## src/rtl/glitcher_pkg.sv

```systemverilog
// Shared constants for the multi-channel glitcher command handler:
// command bytes, field ids, response codes, field widths and FSM encoding.
package glitcher_pkg;

    localparam logic [7:0] CMD_DELAY   = 8'h64;  // 'd'
    localparam logic [7:0] CMD_WIDTH   = 8'h77;  // 'w'
    localparam logic [7:0] CMD_NUM     = 8'h6E;  // 'n'
    localparam logic [7:0] CMD_SPACING = 8'h73;  // 's'
    localparam logic [7:0] CMD_RESET   = 8'h72;  // 'r'
    localparam logic [7:0] CMD_GET     = 8'h67;  // 'g'
    localparam logic [7:0] CMD_TRIG    = 8'h74;  // 't'
    localparam logic [7:0] CMD_HELLO   = 8'h68;  // 'h'

    localparam logic [7:0] FLD_DELAY   = 8'd0;
    localparam logic [7:0] FLD_WIDTH   = 8'd1;
    localparam logic [7:0] FLD_NUM     = 8'd2;
    localparam logic [7:0] FLD_SPACING = 8'd3;
    localparam logic [7:0] FLD_RESET   = 8'd4;

    localparam logic [7:0] ACK = 8'h4B;
    localparam logic [7:0] NAK = 8'h21;

    localparam int DELAY_W   = 16;
    localparam int WIDTH_W   = 8;
    localparam int NUM_W     = 8;
    localparam int SPACING_W = 16;
    localparam int RESET_W   = 16;

    typedef enum logic [2:0] {
        S_IDLE, S_GET_CH, S_GET_PAYLOAD, S_COMMIT,
        S_GET_FIELD, S_GET_MASK, S_TRIGGER, S_RESP
    } state_t;

    function automatic logic is_write(input logic [7:0] c);
        return (c == CMD_DELAY) || (c == CMD_WIDTH) || (c == CMD_NUM) ||
               (c == CMD_SPACING) || (c == CMD_RESET);
    endfunction

    // Number of payload bytes following the channel byte of a write.
    function automatic logic [1:0] payload_len(input logic [7:0] c);
        return ((c == CMD_WIDTH) || (c == CMD_NUM)) ? 2'd1 : 2'd2;
    endfunction

endpackage

```

## src/rtl/uart_resp_buffer.sv

```systemverilog
// Holds up to six response bytes (byte 0 in data[7:0]) and feeds them to uart_tx.
module uart_resp_buffer (
    input  logic        clk,
    input  logic        rst_n,
    input  logic        load,
    input  logic [47:0] data,
    input  logic [2:0]  count,
    input  logic        tx_busy,
    output logic        tx_en,
    output logic [7:0]  tx_data,
    output logic        busy
);
    logic [47:0] bytes_q;
    logic [2:0]  cnt;
    logic [2:0]  idx;

    assign busy = (idx != cnt);

    // Issue one byte when the transmitter is free; the tx_en gap covers tx busy's one-cycle lag.
    always_ff @(posedge clk) begin
        if (!rst_n) begin
            bytes_q <= '0;
            cnt     <= '0;
            idx     <= '0;
            tx_en   <= 1'b0;
            tx_data <= '0;
        end else begin
            tx_en <= 1'b0;
            if (load) begin
                bytes_q <= data;
                cnt     <= count;
                idx     <= '0;
            end else if (busy && !tx_busy && !tx_en) begin
                tx_en   <= 1'b1;
                tx_data <= bytes_q[7:0];
                bytes_q <= bytes_q >> 8;
                idx     <= idx + 3'd1;
            end
        end
    end
endmodule

```

## src/rtl/uart_rx.sv

```systemverilog
// 8N1 UART receiver; one-cycle valid pulse at the middle of the stop bit.
module uart_rx #(
    parameter int CLK_FREQ  = 50_000_000,
    parameter int BAUD_RATE = 115200
) (
    input  logic       clk,
    input  logic       rst_n,
    input  logic       rx,
    output logic       valid,
    output logic [7:0] data
);
    localparam int CPB = CLK_FREQ / BAUD_RATE;
    localparam int CW  = $clog2(CPB + 1);

    logic [1:0]    sync;
    logic          active;
    logic [CW-1:0] cnt;
    logic [3:0]    bit_idx;

    // Synchronise the line, then sample start, 8 data bits (LSB first) and stop mid-bit.
    always_ff @(posedge clk) begin
        if (!rst_n) begin
            sync    <= 2'b11;
            active  <= 1'b0;
            cnt     <= '0;
            bit_idx <= '0;
            valid   <= 1'b0;
            data    <= '0;
        end else begin
            sync  <= {sync[0], rx};
            valid <= 1'b0;
            if (!active) begin
                if (!sync[1]) begin
                    active  <= 1'b1;
                    cnt     <= CW'(CPB / 2);
                    bit_idx <= '0;
                end
            end else if (cnt != CW'(CPB - 1)) begin
                cnt <= cnt + 1'b1;
            end else begin
                cnt     <= '0;
                bit_idx <= bit_idx + 4'd1;
                if (bit_idx == 4'd0) begin
                    if (sync[1]) active <= 1'b0;  // glitch, not a real start bit
                end else if (bit_idx < 4'd9) begin
                    data <= {sync[1], data[7:1]};
                end else begin
                    active <= 1'b0;
                    valid  <= sync[1];
                end
            end
        end
    end
endmodule

```

## src/rtl/uart_tx.sv

```systemverilog
// 8N1 UART transmitter; accepts a byte on tx_en while not busy.
module uart_tx #(
    parameter int CLK_FREQ  = 50_000_000,
    parameter int BAUD_RATE = 115200
) (
    input  logic       clk,
    input  logic       rst_n,
    input  logic       tx_en,
    input  logic [7:0] tx_data,
    output logic       tx,
    output logic       busy
);
    localparam int CPB = CLK_FREQ / BAUD_RATE;
    localparam int CW  = $clog2(CPB + 1);

    logic [9:0]    shreg;
    logic [CW-1:0] cnt;
    logic [3:0]    bit_idx;

    assign tx = shreg[0];

    // Shift out start, data and stop bits; the line idles high from the all-ones register.
    always_ff @(posedge clk) begin
        if (!rst_n) begin
            shreg   <= '1;
            busy    <= 1'b0;
            cnt     <= '0;
            bit_idx <= '0;
        end else if (!busy) begin
            if (tx_en) begin
                shreg   <= {1'b1, tx_data, 1'b0};
                busy    <= 1'b1;
                cnt     <= '0;
                bit_idx <= '0;
            end
        end else if (cnt != CW'(CPB - 1)) begin
            cnt <= cnt + 1'b1;
        end else begin
            cnt     <= '0;
            shreg   <= {1'b1, shreg[9:1]};
            bit_idx <= bit_idx + 4'd1;
            if (bit_idx == 4'd9) busy <= 1'b0;
        end
    end
endmodule

```

## src/rtl/uart_cmd_handler_mc.sv

```systemverilog
// Host command parser: channel-addressed config writes, readback, masked trigger, responses.
module uart_cmd_handler_mc
    import glitcher_pkg::*;
#(
    parameter int CLK_FREQ       = 50_000_000,
    parameter int BAUD_RATE      = 115200,
    parameter int NUM_CH         = 2,
    parameter int TIMEOUT_CYCLES = 500_000
) (
    input  logic                  clk,
    input  logic                  rst_n,
    input  logic                  uart_rx_i,
    output logic                  uart_tx_o,
    input  logic [NUM_CH-1:0]     busy_i,
    output logic [16*NUM_CH-1:0]  delay_o,
    output logic [8*NUM_CH-1:0]   width_o,
    output logic [8*NUM_CH-1:0]   num_pulses_o,
    output logic [16*NUM_CH-1:0]  pulse_spacing_o,
    output logic [16*NUM_CH-1:0]  reset_length_o,
    output logic [NUM_CH-1:0]     pulse_en_o,
    output logic [NUM_CH-1:0]     reset_en_o
);
    localparam int TW = $clog2(TIMEOUT_CYCLES + 1);

    state_t          state;
    logic [7:0]      cmd, ch, mask;
    logic [15:0]     stage;
    logic [1:0]      byte_cnt;
    logic [TW-1:0]   to_cnt;
    logic            in_get;

    logic [DELAY_W-1:0]   delay_r   [NUM_CH];
    logic [WIDTH_W-1:0]   width_r   [NUM_CH];
    logic [NUM_W-1:0]     num_r     [NUM_CH];
    logic [SPACING_W-1:0] spacing_r [NUM_CH];
    logic [RESET_W-1:0]   reset_r   [NUM_CH];

    logic        rx_valid;
    logic [7:0]  rx_data;
    logic        tx_en, tx_busy;
    logic [7:0]  tx_data;
    logic        resp_load, resp_busy;
    logic [47:0] resp_bytes;
    logic [2:0]  resp_cnt;
    logic [15:0] rd_val;
    logic        rd_ok, rd_wide, trig_ok;

    uart_rx #(.CLK_FREQ(CLK_FREQ), .BAUD_RATE(BAUD_RATE)) u_rx (
        .clk(clk), .rst_n(rst_n), .rx(uart_rx_i), .valid(rx_valid), .data(rx_data)
    );

    uart_tx #(.CLK_FREQ(CLK_FREQ), .BAUD_RATE(BAUD_RATE)) u_tx (
        .clk(clk), .rst_n(rst_n), .tx_en(tx_en), .tx_data(tx_data), .tx(uart_tx_o), .busy(tx_busy)
    );

    uart_resp_buffer u_resp (
        .clk(clk), .rst_n(rst_n), .load(resp_load), .data(resp_bytes), .count(resp_cnt),
        .tx_busy(tx_busy), .tx_en(tx_en), .tx_data(tx_data), .busy(resp_busy)
    );

    for (genvar g = 0; g < NUM_CH; g++) begin : g_out
        assign delay_o[16*g +: 16]         = delay_r[g];
        assign width_o[8*g +: 8]           = width_r[g];
        assign num_pulses_o[8*g +: 8]      = num_r[g];
        assign pulse_spacing_o[16*g +: 16] = spacing_r[g];
        assign reset_length_o[16*g +: 16]  = reset_r[g];
    end

    assign in_get  = (state == S_GET_CH) || (state == S_GET_PAYLOAD) ||
                     (state == S_GET_FIELD) || (state == S_GET_MASK);
    assign trig_ok = (mask != 8'h00) && ((mask >> NUM_CH) == 8'h00) &&
                     ((mask[NUM_CH-1:0] & busy_i) == '0);
    assign rd_wide = (rx_data == FLD_DELAY) || (rx_data == FLD_SPACING) || (rx_data == FLD_RESET);

    // Readback mux: selected channel (ch) and field (the byte currently on rx_data).
    always_comb begin
        rd_val = '0;
        rd_ok  = 1'b0;
        for (int i = 0; i < NUM_CH; i++) begin
            if (ch == 8'(i)) begin
                rd_ok = 1'b1;
                case (rx_data)
                    FLD_DELAY:   rd_val = delay_r[i];
                    FLD_WIDTH:   rd_val = {8'h00, width_r[i]};
                    FLD_NUM:     rd_val = {8'h00, num_r[i]};
                    FLD_SPACING: rd_val = spacing_r[i];
                    FLD_RESET:   rd_val = reset_r[i];
                    default:     rd_ok  = 1'b0;
                endcase
            end
        end
    end

    // Command FSM: parse bytes, commit config, fire strobes, load responses, enforce timeout.
    always_ff @(posedge clk) begin
        if (!rst_n) begin
            state      <= S_IDLE;
            cmd        <= '0;
            ch         <= '0;
            mask       <= '0;
            stage      <= '0;
            byte_cnt   <= '0;
            to_cnt     <= '0;
            resp_load  <= 1'b0;
            resp_bytes <= '0;
            resp_cnt   <= '0;
            pulse_en_o <= '0;
            reset_en_o <= '0;
            for (int i = 0; i < NUM_CH; i++) begin
                delay_r[i] <= '0; width_r[i] <= '0; num_r[i] <= '0;
                spacing_r[i] <= '0; reset_r[i] <= '0;
            end
        end else begin
            resp_load  <= 1'b0;
            pulse_en_o <= '0;
            reset_en_o <= '0;
            to_cnt     <= (in_get && !rx_valid) ? to_cnt + 1'b1 : '0;
            case (state)
                S_IDLE: if (rx_valid) begin
                    cmd <= rx_data;
                    if (is_write(rx_data) || rx_data == CMD_GET) begin
                        state <= S_GET_CH;
                    end else if (rx_data == CMD_TRIG) begin
                        state <= S_GET_MASK;
                    end else begin
                        resp_load  <= 1'b1;
                        state      <= S_RESP;
                        if (rx_data == CMD_HELLO) begin
                            resp_bytes <= {8'h0A, 8'h6F, 8'h6C, 8'h6C, 8'h65, 8'h48};
                            resp_cnt   <= 3'd6;
                        end else begin
                            resp_bytes <= {40'h0, rx_data};
                            resp_cnt   <= 3'd1;
                        end
                    end
                end
                S_GET_CH: if (rx_valid) begin
                    ch       <= rx_data;
                    byte_cnt <= '0;
                    state    <= (cmd == CMD_GET) ? S_GET_FIELD : S_GET_PAYLOAD;
                end
                S_GET_PAYLOAD: if (rx_valid) begin
                    stage    <= {stage[7:0], rx_data};
                    byte_cnt <= byte_cnt + 2'd1;
                    if (byte_cnt == payload_len(cmd) - 2'd1) state <= S_COMMIT;
                end
                S_COMMIT: begin
                    for (int i = 0; i < NUM_CH; i++) begin
                        if (ch == 8'(i)) begin
                            case (cmd)
                                CMD_DELAY:   delay_r[i]   <= stage;
                                CMD_WIDTH:   width_r[i]   <= stage[7:0];
                                CMD_NUM:     num_r[i]     <= stage[7:0];
                                CMD_SPACING: spacing_r[i] <= stage;
                                CMD_RESET:   reset_r[i]   <= stage;
                                default: ;
                            endcase
                        end
                    end
                    resp_bytes <= {40'h0, (ch < 8'(NUM_CH)) ? ACK : NAK};
                    resp_cnt   <= 3'd1;
                    resp_load  <= 1'b1;
                    state      <= S_RESP;
                end
                S_GET_FIELD: if (rx_valid) begin
                    resp_load <= 1'b1;
                    state     <= S_RESP;
                    if (!rd_ok) begin
                        resp_bytes <= {40'h0, NAK};
                        resp_cnt   <= 3'd1;
                    end else if (rd_wide) begin
                        resp_bytes <= {24'h0, rd_val[7:0], rd_val[15:8], ACK};
                        resp_cnt   <= 3'd3;
                    end else begin
                        resp_bytes <= {32'h0, rd_val[7:0], ACK};
                        resp_cnt   <= 3'd2;
                    end
                end
                S_GET_MASK: if (rx_valid) begin
                    mask  <= rx_data;
                    state <= S_TRIGGER;
                end
                S_TRIGGER: begin
                    if (trig_ok) begin
                        for (int i = 0; i < NUM_CH; i++) begin
                            if (mask[i]) begin
                                if (reset_r[i] != '0) reset_en_o[i] <= 1'b1;
                                else                  pulse_en_o[i] <= 1'b1;
                            end
                        end
                    end
                    resp_bytes <= {40'h0, trig_ok ? ACK : NAK};
                    resp_cnt   <= 3'd1;
                    resp_load  <= 1'b1;
                    state      <= S_RESP;
                end
                S_RESP: if (!resp_load && !resp_busy) state <= S_IDLE;
                default: state <= S_IDLE;
            endcase
            // A stalled partial command is dropped silently.
            if (in_get && !rx_valid && to_cnt == TW'(TIMEOUT_CYCLES - 1)) state <= S_IDLE;
        end
    end
endmodule

```

## config.mk

```make
export PLATFORM = sky130hd
export DESIGN_NAME = uart_cmd_handler_mc
export DESIGN_NICKNAME = d
export VERILOG_FILES = /design/src/rtl/glitcher_pkg.sv /design/src/rtl/uart_resp_buffer.sv /design/src/rtl/uart_rx.sv /design/src/rtl/uart_tx.sv /design/src/rtl/uart_cmd_handler_mc.sv
export SDC_FILE = /design/constraint.sdc
export NUM_CORES = 1
export LEC_CHECK = 0
export ABC_AREA = 1
export CAP_MARGIN = 20
export CORE_ASPECT_RATIO = 0.9
export CORE_MARGIN = 8
export CORE_UTILIZATION = 30
export CTS_CLUSTER_DIAMETER = 60
export CTS_CLUSTER_SIZE = 14
export DETAILED_ROUTE_END_ITERATION = 10
export PLACE_DENSITY = 0.45
export SETUP_SLACK_MARGIN = 0.02
export SYNTH_ARGS = -nofsm -noshare
export SYNTH_HDL_FRONTEND = slang
export SYNTH_SLANG_ARGS = --single-unit
```

## constraint.sdc

```tcl
create_clock -name clk -period 2.8 [get_ports clk]
set_input_delay 0.56 -clock clk [delete_from_list [all_inputs] [get_ports clk]]
set_output_delay 0.56 -clock clk [all_outputs]
set_load 0.005 [all_outputs]
```

==> metrics, run 1 <==
largest net degree at the start of global routing=81; Post-CTS Setup Bufs=0; CP Launch Type=flop; die height=221 um; CTS tree=built; ratio of cells with drive above 1 in the final layout=8.93%; initial antenna violation count=0; dpl cells=2378; Most used DFF post-synth=dfxtp_1; Min Hold Slack=359 ps; FFs w/ async S/R, synth=0%; most common cell in the netlist=nand2_1; Synth Register Bits=317; Syn-to-layout area delta=23.8%; Syn Nets=1670; vias in the first global route=11606; H-tree depth=2; Synth area leaders=edfxtp_1, dfxtp_1, nand2_1; Overflow after GRT=0; IO Port Bufs=137; DIE AREA=0.0538 sq mm; share of the synthesized area in the top cell type=27.5%; Starting Density=30.2%; Slew headroom=35.6%; Clock Skew=16.5 ps; IO Pins=138; hold-fix buffers at CTS=0; power per cell area=611 mW/mm^2; Critical Path End Type=flop; total core area=0.0464 sq mm; Finish-stage setup viols=0; commonest cells in the netlist=nand2_1, dfxtp_1, nor2_1, nand3_1, inv_1; min cycle time layout=2290 ps; Worst Path Arrival=2550 ps; Required @ worst endpoint=3060 ps; worst min-delay path class=input pin to flop; max_cap viols=0; Post-synth EDFFs=128; Total GRT Usage=17.6%; Clock Latency Late Sink=550 ps; nets@finish=1816; WS Path Type=flop to flop; Post-DP Area=0.0161 sq mm; CTS root buf=clkbuf_16; drt first pass iters=5; clk sinks=317; Max Fanout on Critical Path=16; register area share after synthesis=54.5%; gpl congestion=0.833; Setup TNS=0 ps; WL final=48300 um; Mapped Area=0.0140 sq mm; CTS max path bufs=3; FP Rows=75; drt via density=4.86; final core utilization=37.4%; final hold violation count=0; # diodes=0; clock buffer count from CTS=36; fin crit share=81.7%; WL per Instance=19.8 um; DRC=0; DRT iter0 DRCs=967; fin cells=2442; HPWL Detailed=34600 um; first-pass GRT wire length=73500 um; Worst Max-Slew Pin Slew=966 ps; fmax=437 MHz; status=completed; RSZ-0062 raised after global routing=no; pins over their slew limit=0; Max IR drop VDD=0.496 mV; cells resized by post-CTS repair=0; Synth warnings=0; synthesized instance count=1655; clock-pin slew on the worst setup and hold paths=60 ps; Pleak=0.00637 uW; Antenna Violating Nets Remaining=0; Netlist cell types=51; syn avg cell area=8.46 sq um; design area=0.0173 sq mm; post-synth top area cell=edfxtp_1; DIE WIDTH=244 um; DR vias=11878
routing by layer:
layer	track usage [%]	vias to the layer above	routed length [um]
li1	-	5846	-
met1	25.9	5661	23700
met2	26.2	309	20700
met3	3.59	62	2920
met4	4.13	0	918
met5	0	-	0
path summary, 6_finish.rpt:
| check | start | endpoint | slack, ps | depth (start not counted) |
|---|---|---|---|---|
| worst max register to register | state[2] | spacing_r[0][8] | 510 | 8 |
| worst min-delay path | rst_n | u_rx.cnt[2] | 360 | 3 |
| worst max-delay path | state[2] | spacing_r[0][8] | 510 | 8 |
| worst min register to register | u_rx.sync[0] | u_rx.sync[1] | 430 | 1 |
power by group:
part           total (uW)  internal [uW]  switching (uW)
sequential           5070           4950             123
combinational         692            272             420
clock                4830           2760            2070
cells by family after synthesis:
logic type               after synthesis  synth area share (%)
XOR/XNOR                              11                 0.688
buffers and inverters                225                  6.96
AND/OR/NAND/NOR                      804                  25.7
flip-flops                           317                  54.5
AO/OA/AOI/OAI                        288                  11.3
adder cells (fa/ha/maj)               10                 0.894
state kept, by name, indices dropped and copies added (netlist names), 8 cells and up:
name and cells:
reset_r 32, mask 8, u_tx.shreg 9, stage 16, u_resp.bytes_q 29, u_rx.data 8, u_resp.tx_data 8, ch 8
resp_bytes 25, u_tx.cnt 9, to_cnt 19, cmd 8, delay_r 32, num_r 16, spacing_r 32, width_r 16
u_rx.cnt 9
critical path, cell delays in order, from the launching register on:
cell and delay, ps:
dfxtp_1 430, inv_2 110, nand3_1 250, nor2_1 80, nand2_1 110, inv_1 70
nand2_1 80, o21a_1 720, nor2_1 140
per-stage QoR:
step                setup slack (ps)  total power (uW)
floorplan                        310              5510
finish                           512             10600
CTS                              455             10700
detailed placement               482              5880
global placement                 504              5880
global route                     347             11000
cell usage in the layout, fill, tap and decap left out, types with 4 or more instances in the layout:
master / netlist / layout
o21ai_1: 8 / 10
nand4_1: 20 / 20
inv_2: 9 / 9
nor2_1: 170 / 169
xnor2_1: 5 / 5
a21oi_1: 121 / 121
nor2_8: 4 / 4
xor2_1: 6 / 6
nor4_1: 6 / 6
nor3_1: 22 / 22
or2_2: 7 / 7
nor2_2: 4 / 5
clkinvlp_4: 0 / 4
nand2_2: 10 / 10
o21ai_0: 97 / 95
a211oi_1: 7 / 7
a31oi_1: 31 / 31
ha_1: 10 / 10
clkbuf_16: 0 / 38
nand2_1: 376 / 376
buf_4: 5 / 37
nand3_1: 160 / 160
o211ai_1: 7 / 7
buf_12: 0 / 6
inv_4: 3 / 6
nor3b_1: 5 / 5
dfxtp_1: 189 / 189
clkbuf_1: 33 / 4
nor2_4: 8 / 8
edfxtp_1: 128 / 128
inv_1: 140 / 140
clkdlybuf4s50_1: 0 / 136
cell type report:
class / instances / area [sq um]
tap: 616 / 771
timing repair buffer: 180 / 1760
inverter: 153 / 582
fill: 4825 / 29000
sequential: 317 / 7630
clock inverter: 19 / 199
multi-input combinational: 1113 / 5400
clock buffer: 44 / 993
Power figures use the tool's default switching activity.
==> run 2: changes to the inputs <==
--- a/config.mk
+++ b/config.mk
@@ -13,7 +13,7 @@
 export CTS_CLUSTER_DIAMETER = 60
 export CTS_CLUSTER_SIZE = 14
 export DETAILED_ROUTE_END_ITERATION = 10
-export PLACE_DENSITY = 0.45
+export PLACE_DENSITY = 0.47
 export SETUP_SLACK_MARGIN = 0.02
 export SYNTH_ARGS = -nofsm -noshare
 export SYNTH_HDL_FRONTEND = slang
==> constraint.sdc (replaced) <==
create_clock -name clk -period 2.1 [get_ports clk]
set_input_delay 0.42 -clock clk [delete_from_list [all_inputs] [get_ports clk]]
set_output_delay 0.42 -clock clk [all_outputs]
set_load 0.005 [all_outputs]
==> run 2 against run 1 <==
  * Combinational power up 37%
  * Final cell count up 1.0%
  * Worst setup slack worse by 440 ps
  * Sequential cell count unchanged
  * Register-to-register slack worse by 440 ps
  * Clock skew up 12 ps
  * Via count up 0.88%
  * Power up 31%
  * Largest power group unchanged
==> metrics, run 2 (same netlist as run 1, synthesis figures left out) <==
status=completed; HPWL Detailed=34200 um; Pleak=0.00655 uW; Max Fanout on Critical Path=8; Total GRT Usage=17.1%; Post-DP Area=0.0164 sq mm; initial antenna violation count=1; largest net degree at the start of global routing=91; IO Port Bufs=137; min cycle time layout=2020 ps; Min-Delay Path Depth=1; IO Pins=138; hold path startpoint=u_rx.sync[0]; Worst R2R Start=ch[5]; DR vias=11982; CP top delay family=simple AND/OR/NAND/NOR gates; Worst Path Arrival=2240 ps; Largest stage delay, worst path=340 ps; hold-fix buffers at CTS=0; nets@finish=1839; CP Launch Type=flop; CTS max path bufs=3; Finish-stage setup viols=0; Required @ worst endpoint=2310 ps; Overflow after GRT=0; WHS Endpoint=u_rx.sync[1]; Slew headroom=56.0%; RSZ-0062 raised after global routing=yes; most frequent cells in the layout=nand2_1, dfxtp_1, nor2_1; max_cap viols=0; Buf/Inv on CP=1; Reg2Reg Setup Slack=80 ps; DRC=0; fin crit share=96.4%; clock-pin slew on the worst setup and hold paths=70 ps; dpl cells=2395; Starting Density=30.2%; ratio of cells with drive above 1 in the final layout=11.0%; WL per Instance=19.2 um; total core area=0.0464 sq mm; DIE AREA=0.0538 sq mm; worst reg2reg path depth=7; gpl congestion=0.852; fin cells=2467; power per cell area=785 mW/mm^2; design area=0.0177 sq mm; CP Cell Sequence=nor2_1, nand3_2, nor2_4, nand4_1, buf_4, nor3_1, or2_2; first-pass GRT wire length=72300 um; clock buffer count from CTS=35; Clock Latency Late Sink=550 ps; drt via density=4.86; final hold violation count=0; vias in the first global route=11712; Critical Path End Type=flop; WS Path Type=flop to flop; DRT iter0 DRCs=925; fmax=494 MHz; CTS tree=built; H-tree depth=2; Worst Max-Slew Pin Slew=658 ps; Clock Skew=28.1 ps; DIE WIDTH=244 um; Syn-to-layout area delta=26.4%; Antenna Violating Nets Remaining=0; clk sinks=317; die height=221 um; FP Rows=75; CTS root buf=clkbuf_16; Filler Cells Inserted=4791; drt first pass iters=6; worst min-delay path class=flop to flop; CP max-delay cell=or2_2; commonest non-fill, non-tap cell in the layout=nand2_1; Max IR drop VDD=0.453 mV; reg2reg end=width_r[0][6]; pins over their slew limit=0; WL final=47300 um; biggest regs=delay_r x32, reset_r x32, spacing_r x32
[run 2: cell types whose count changed in the layout (fill, tap and decap cells not counted), moves of 3 or more]
cell      delta
nor2_1       -4
nor2_2       +4
buf_4       +11
clkbuf_1     +3
clkinv_2     +3
dfxtp_1      -5
dfxtp_2      +5
buf_12      +12
[run 2: metrics by stage]
step	power, uW	hold slack, ps	setup TNS, ps	setup WS [ps]	util [%]
6_report	13900	437	0	76.5	38.1
5_1_grt	14400	449	-39.9	-15.0	38.1
4_1_cts	14100	426	0	70.2	37.8
3_5_place_dp	7850	419	0	84.1	35.4
3_3_place_gp	7840	415	0	100	35.4
2_1_floorplan	7340	393	-12490	-390	-
[run 2: worst max path at each step]
stage | to | cells after the start | slack, ps | start
2_1_floorplan | reset_r[0][0] | 6 | -390 | cmd[4]
3_3_place_gp | resp_bytes[10] | 9 | 100 | u_rx.data[5]
3_5_place_dp | resp_bytes[10] | 10 | 80 | u_rx.data[4]
4_1_cts | resp_bytes[5] | 9 | 70 | u_rx.data[5]
5_1_grt | width_r[0][6] | 7 | -20 | ch[5]
6_report | width_r[0][6] | 7 | 80 | ch[5]
[run 2: what timing repair did]
| item | in CTS | in global routing |
|---|---|---|
| setup endpoints to repair | 0 | 153 |
| gates resized for setup | 0 | 23 |
| buffers inserted | 0 | 8 |
[run 2: routing by layer]
metal  vias up  track usage, %  wire length (um)
met5         -               0                 0
met4         0            5.32              1010
met3        56            3.64              2870
met1      5692            24.4             22800
met2       337            25.7             20600
li1       5897               -                 -
[run 2: cell type report]
type	count	area, sq um	area share (%)
Inverter	153	582	3.29
Tap cell	616	771	4.36
Antenna cell	1	2.50	0.0142
Timing Repair Buffer	204	2100	11.9
Multi-Input combinational cell	1113	5460	30.9
Clock inverter	17	156	0.884
Sequential cell	317	7630	43.2
Clock buffer	46	980	5.54
[run 2: power breakdown]
part	total, uW	internal (uW)	switching (uW)
combinational	947	383	564
sequential	6760	6600	163
clock	6170	3480	2690
==> run 3: changes to the inputs <==
--- a/config.mk
+++ b/config.mk
@@ -11,7 +11,7 @@
 export CORE_MARGIN = 8
 export CORE_UTILIZATION = 30
 export CTS_CLUSTER_DIAMETER = 60
-export CTS_CLUSTER_SIZE = 14
+export CTS_CLUSTER_SIZE = 12
 export DETAILED_ROUTE_END_ITERATION = 10
 export PLACE_DENSITY = 0.47
 export SETUP_SLACK_MARGIN = 0.02
==> run 3 against run 2 <==
  * Final cell count is 0.12% lower
  * Sequential cell count stayed put
  * Core utilization is 0.19 points lower
  * Count of clock-buffer cells in the layout is 6 higher
  * Fmax is 0.99% higher
  * Non-clock buffer count stayed put
  * Sequential power hardly changed
  * Register-to-register slack better by 20 ps
  * Sequential share of layout area is 0.22 points higher
  * Final area is 0.51% lower
  * Critical path type unchanged
==> metrics, run 3 (same netlist as run 1, synthesis figures left out) <==
DIE WIDTH=244 um; CTS max path bufs=3; Sw Ratio=23.9%; die height=221 um; first-pass GRT wire length=72300 um; Filler Cells Inserted=4792; DRC=0; final hold violation count=0; biggest regs=delay_r x32, reset_r x32, spacing_r x32; Worst Path Arrival=2230 ps; commonest non-fill, non-tap cell in the layout=nand2_1; fin crit share=95.4%; Critical Path End Type=flop; vias in the first global route=11678; Worst Max-Slew Pin Slew=661 ps; status=completed; IO Pins=138; Reg power frac=49.5%; Antenna Violating Nets Remaining=0; CP Cell Sequence=nor2_1, nand3_2, nor2_4, nand4_1, buf_4, nor3_1, or2_2; max_cap viols=0; Total GRT Usage=17.1%; CTS root buf=clkbuf_16; H-tree depth=2; Buf/Inv on CP=1; WL final=47300 um; gpl congestion=0.852; CP top delay family=simple AND/OR/NAND/NOR gates; largest net degree at the start of global routing=91; drt first pass iters=5; fmax=499 MHz; Largest stage delay, worst path=320 ps; Starting Density=30.2%; initial antenna violation count=1; CP max-delay cell=or2_2; WS Path Type=flop to flop; Syn-to-layout area delta=25.7%; Finish-stage setup viols=0; Comb pwr share=6.9%; Clock Latency Late Sink=550 ps; Setup TNS=0 ps; Max Fanout on Critical Path=8; ratio of cells with drive above 1 in the final layout=10.3%; Max IR drop VDD=0.464 mV; min cycle time layout=2000 ps; worst min-delay path class=flop to flop; CTS tree=built; switching power=3270 uW; power per cell area=776 mW/mm^2; Overflow after GRT=0; Required @ worst endpoint=2330 ps; WL per Instance=19.2 um; CP Launch Type=flop; nets@finish=1839; Int Pwr=10400 uW; pins over their slew limit=0; DRT iter0 DRCs=1084; total core area=0.0464 sq mm; DR vias=11963; IO Port Bufs=137; HPWL Detailed=34200 um; DIE AREA=0.0538 sq mm; Clock Skew=17.7 ps; FP Rows=75; Min Hold Slack=432 ps; Tot Pwr=13700 uW; Clk pwr share=43.6%; Pleak=0.00651 uW; clk sinks=317; Slew headroom=55.5%; most frequent cells in the layout=nand2_1, dfxtp_1, nor2_1; clock-pin slew on the worst setup and hold paths=60 ps; clock buffer count from CTS=35; drt via density=4.86
-- run 3: cell types whose count changed in the layout (fill, tap and decap cells not counted), sizes merged --
cell | previous run | this run
clkbuf | 46 | 52
inv | 158 | 154
clkinv | 9 | 5
clkinvlp | 2 | 1
-- run 3: repair_timing --
item | CTS | global route
endpoints found under the setup margin | 0 | 152
resized for setup | 0 | 21
hold buffers | 0 | 0
buffers inserted | 0 | 8
-- run 3: stage by stage --
| stage | area (sq um) | utilization [%] | instances | setup WS [ps] |
|---|---|---|---|---|
| floorplan | 14000 | - | 1655 | -390 |
| global placement | 16400 | 35.4 | 2395 | 100 |
| detailed placement | 16400 | 35.4 | 2395 | 84.1 |
| CTS | 17500 | 37.7 | 2455 | 66.8 |
| global route | 17600 | 37.9 | 2463 | -18.6 |
| finish | 17600 | 38.0 | 2464 | 96.4 |
-- run 3: area by class of cell --
| type | instances | area, sq um | share of cell area (%) |
|---|---|---|---|
| antenna | 1 | 2.50 | 0.0142 |
| clock inverter | 8 | 76.3 | 0.434 |
| clock buffer | 52 | 992 | 5.64 |
| tap | 616 | 771 | 4.38 |
| multi-input combinational | 1113 | 5450 | 31.0 |
| sequential | 317 | 7630 | 43.4 |
| inverter | 153 | 582 | 3.31 |
| timing repair buffer | 204 | 2090 | 11.9 |
-- run 3: worst reg2reg max path, cell delays in order (launching register included) --
cell and delay (ps):
dfxtp_1 310, nor2_1 130, nand3_2 120, nor2_4 210, nand4_1 190, buf_4 190
nor3_1 220, or2_2 320
-- run 3: final timing paths --
check          startpoint            end  slack (ps)  cells past startpoint
min reg2reg  u_rx.sync[0]   u_rx.sync[1]         430                      1
min          u_rx.sync[0]   u_rx.sync[1]         430                      1
max reg2reg         ch[5]  width_r[0][4]         100                      7
max                 ch[5]  width_r[0][4]         100                      7
-- run 3: power by group through the flow --
stage / logic [uW] / registers (uW) / clock network [uW]
detailed placement: 953 / 6890 / 0
floorplan: 510 / 6830 / 0
CTS: 960 / 6760 / 6120
finish: 946 / 6760 / 5950
global route: 1060 / 6780 / 6350
global placement: 952 / 6890 / 0
-- run 3: layer usage --
layer / global-route usage, % / vias to the layer above / share of wire [%] / routed length, um
met5: 0 / - / 0 / 0
met4: 5.30 / 0 / 2.1 / 992
met3: 3.53 / 57 / 5.9 / 2790
met2: 25.6 / 313 / 44 / 20600
met1: 24.5 / 5700 / 48 / 22900
li1: - / 5893 / - / -
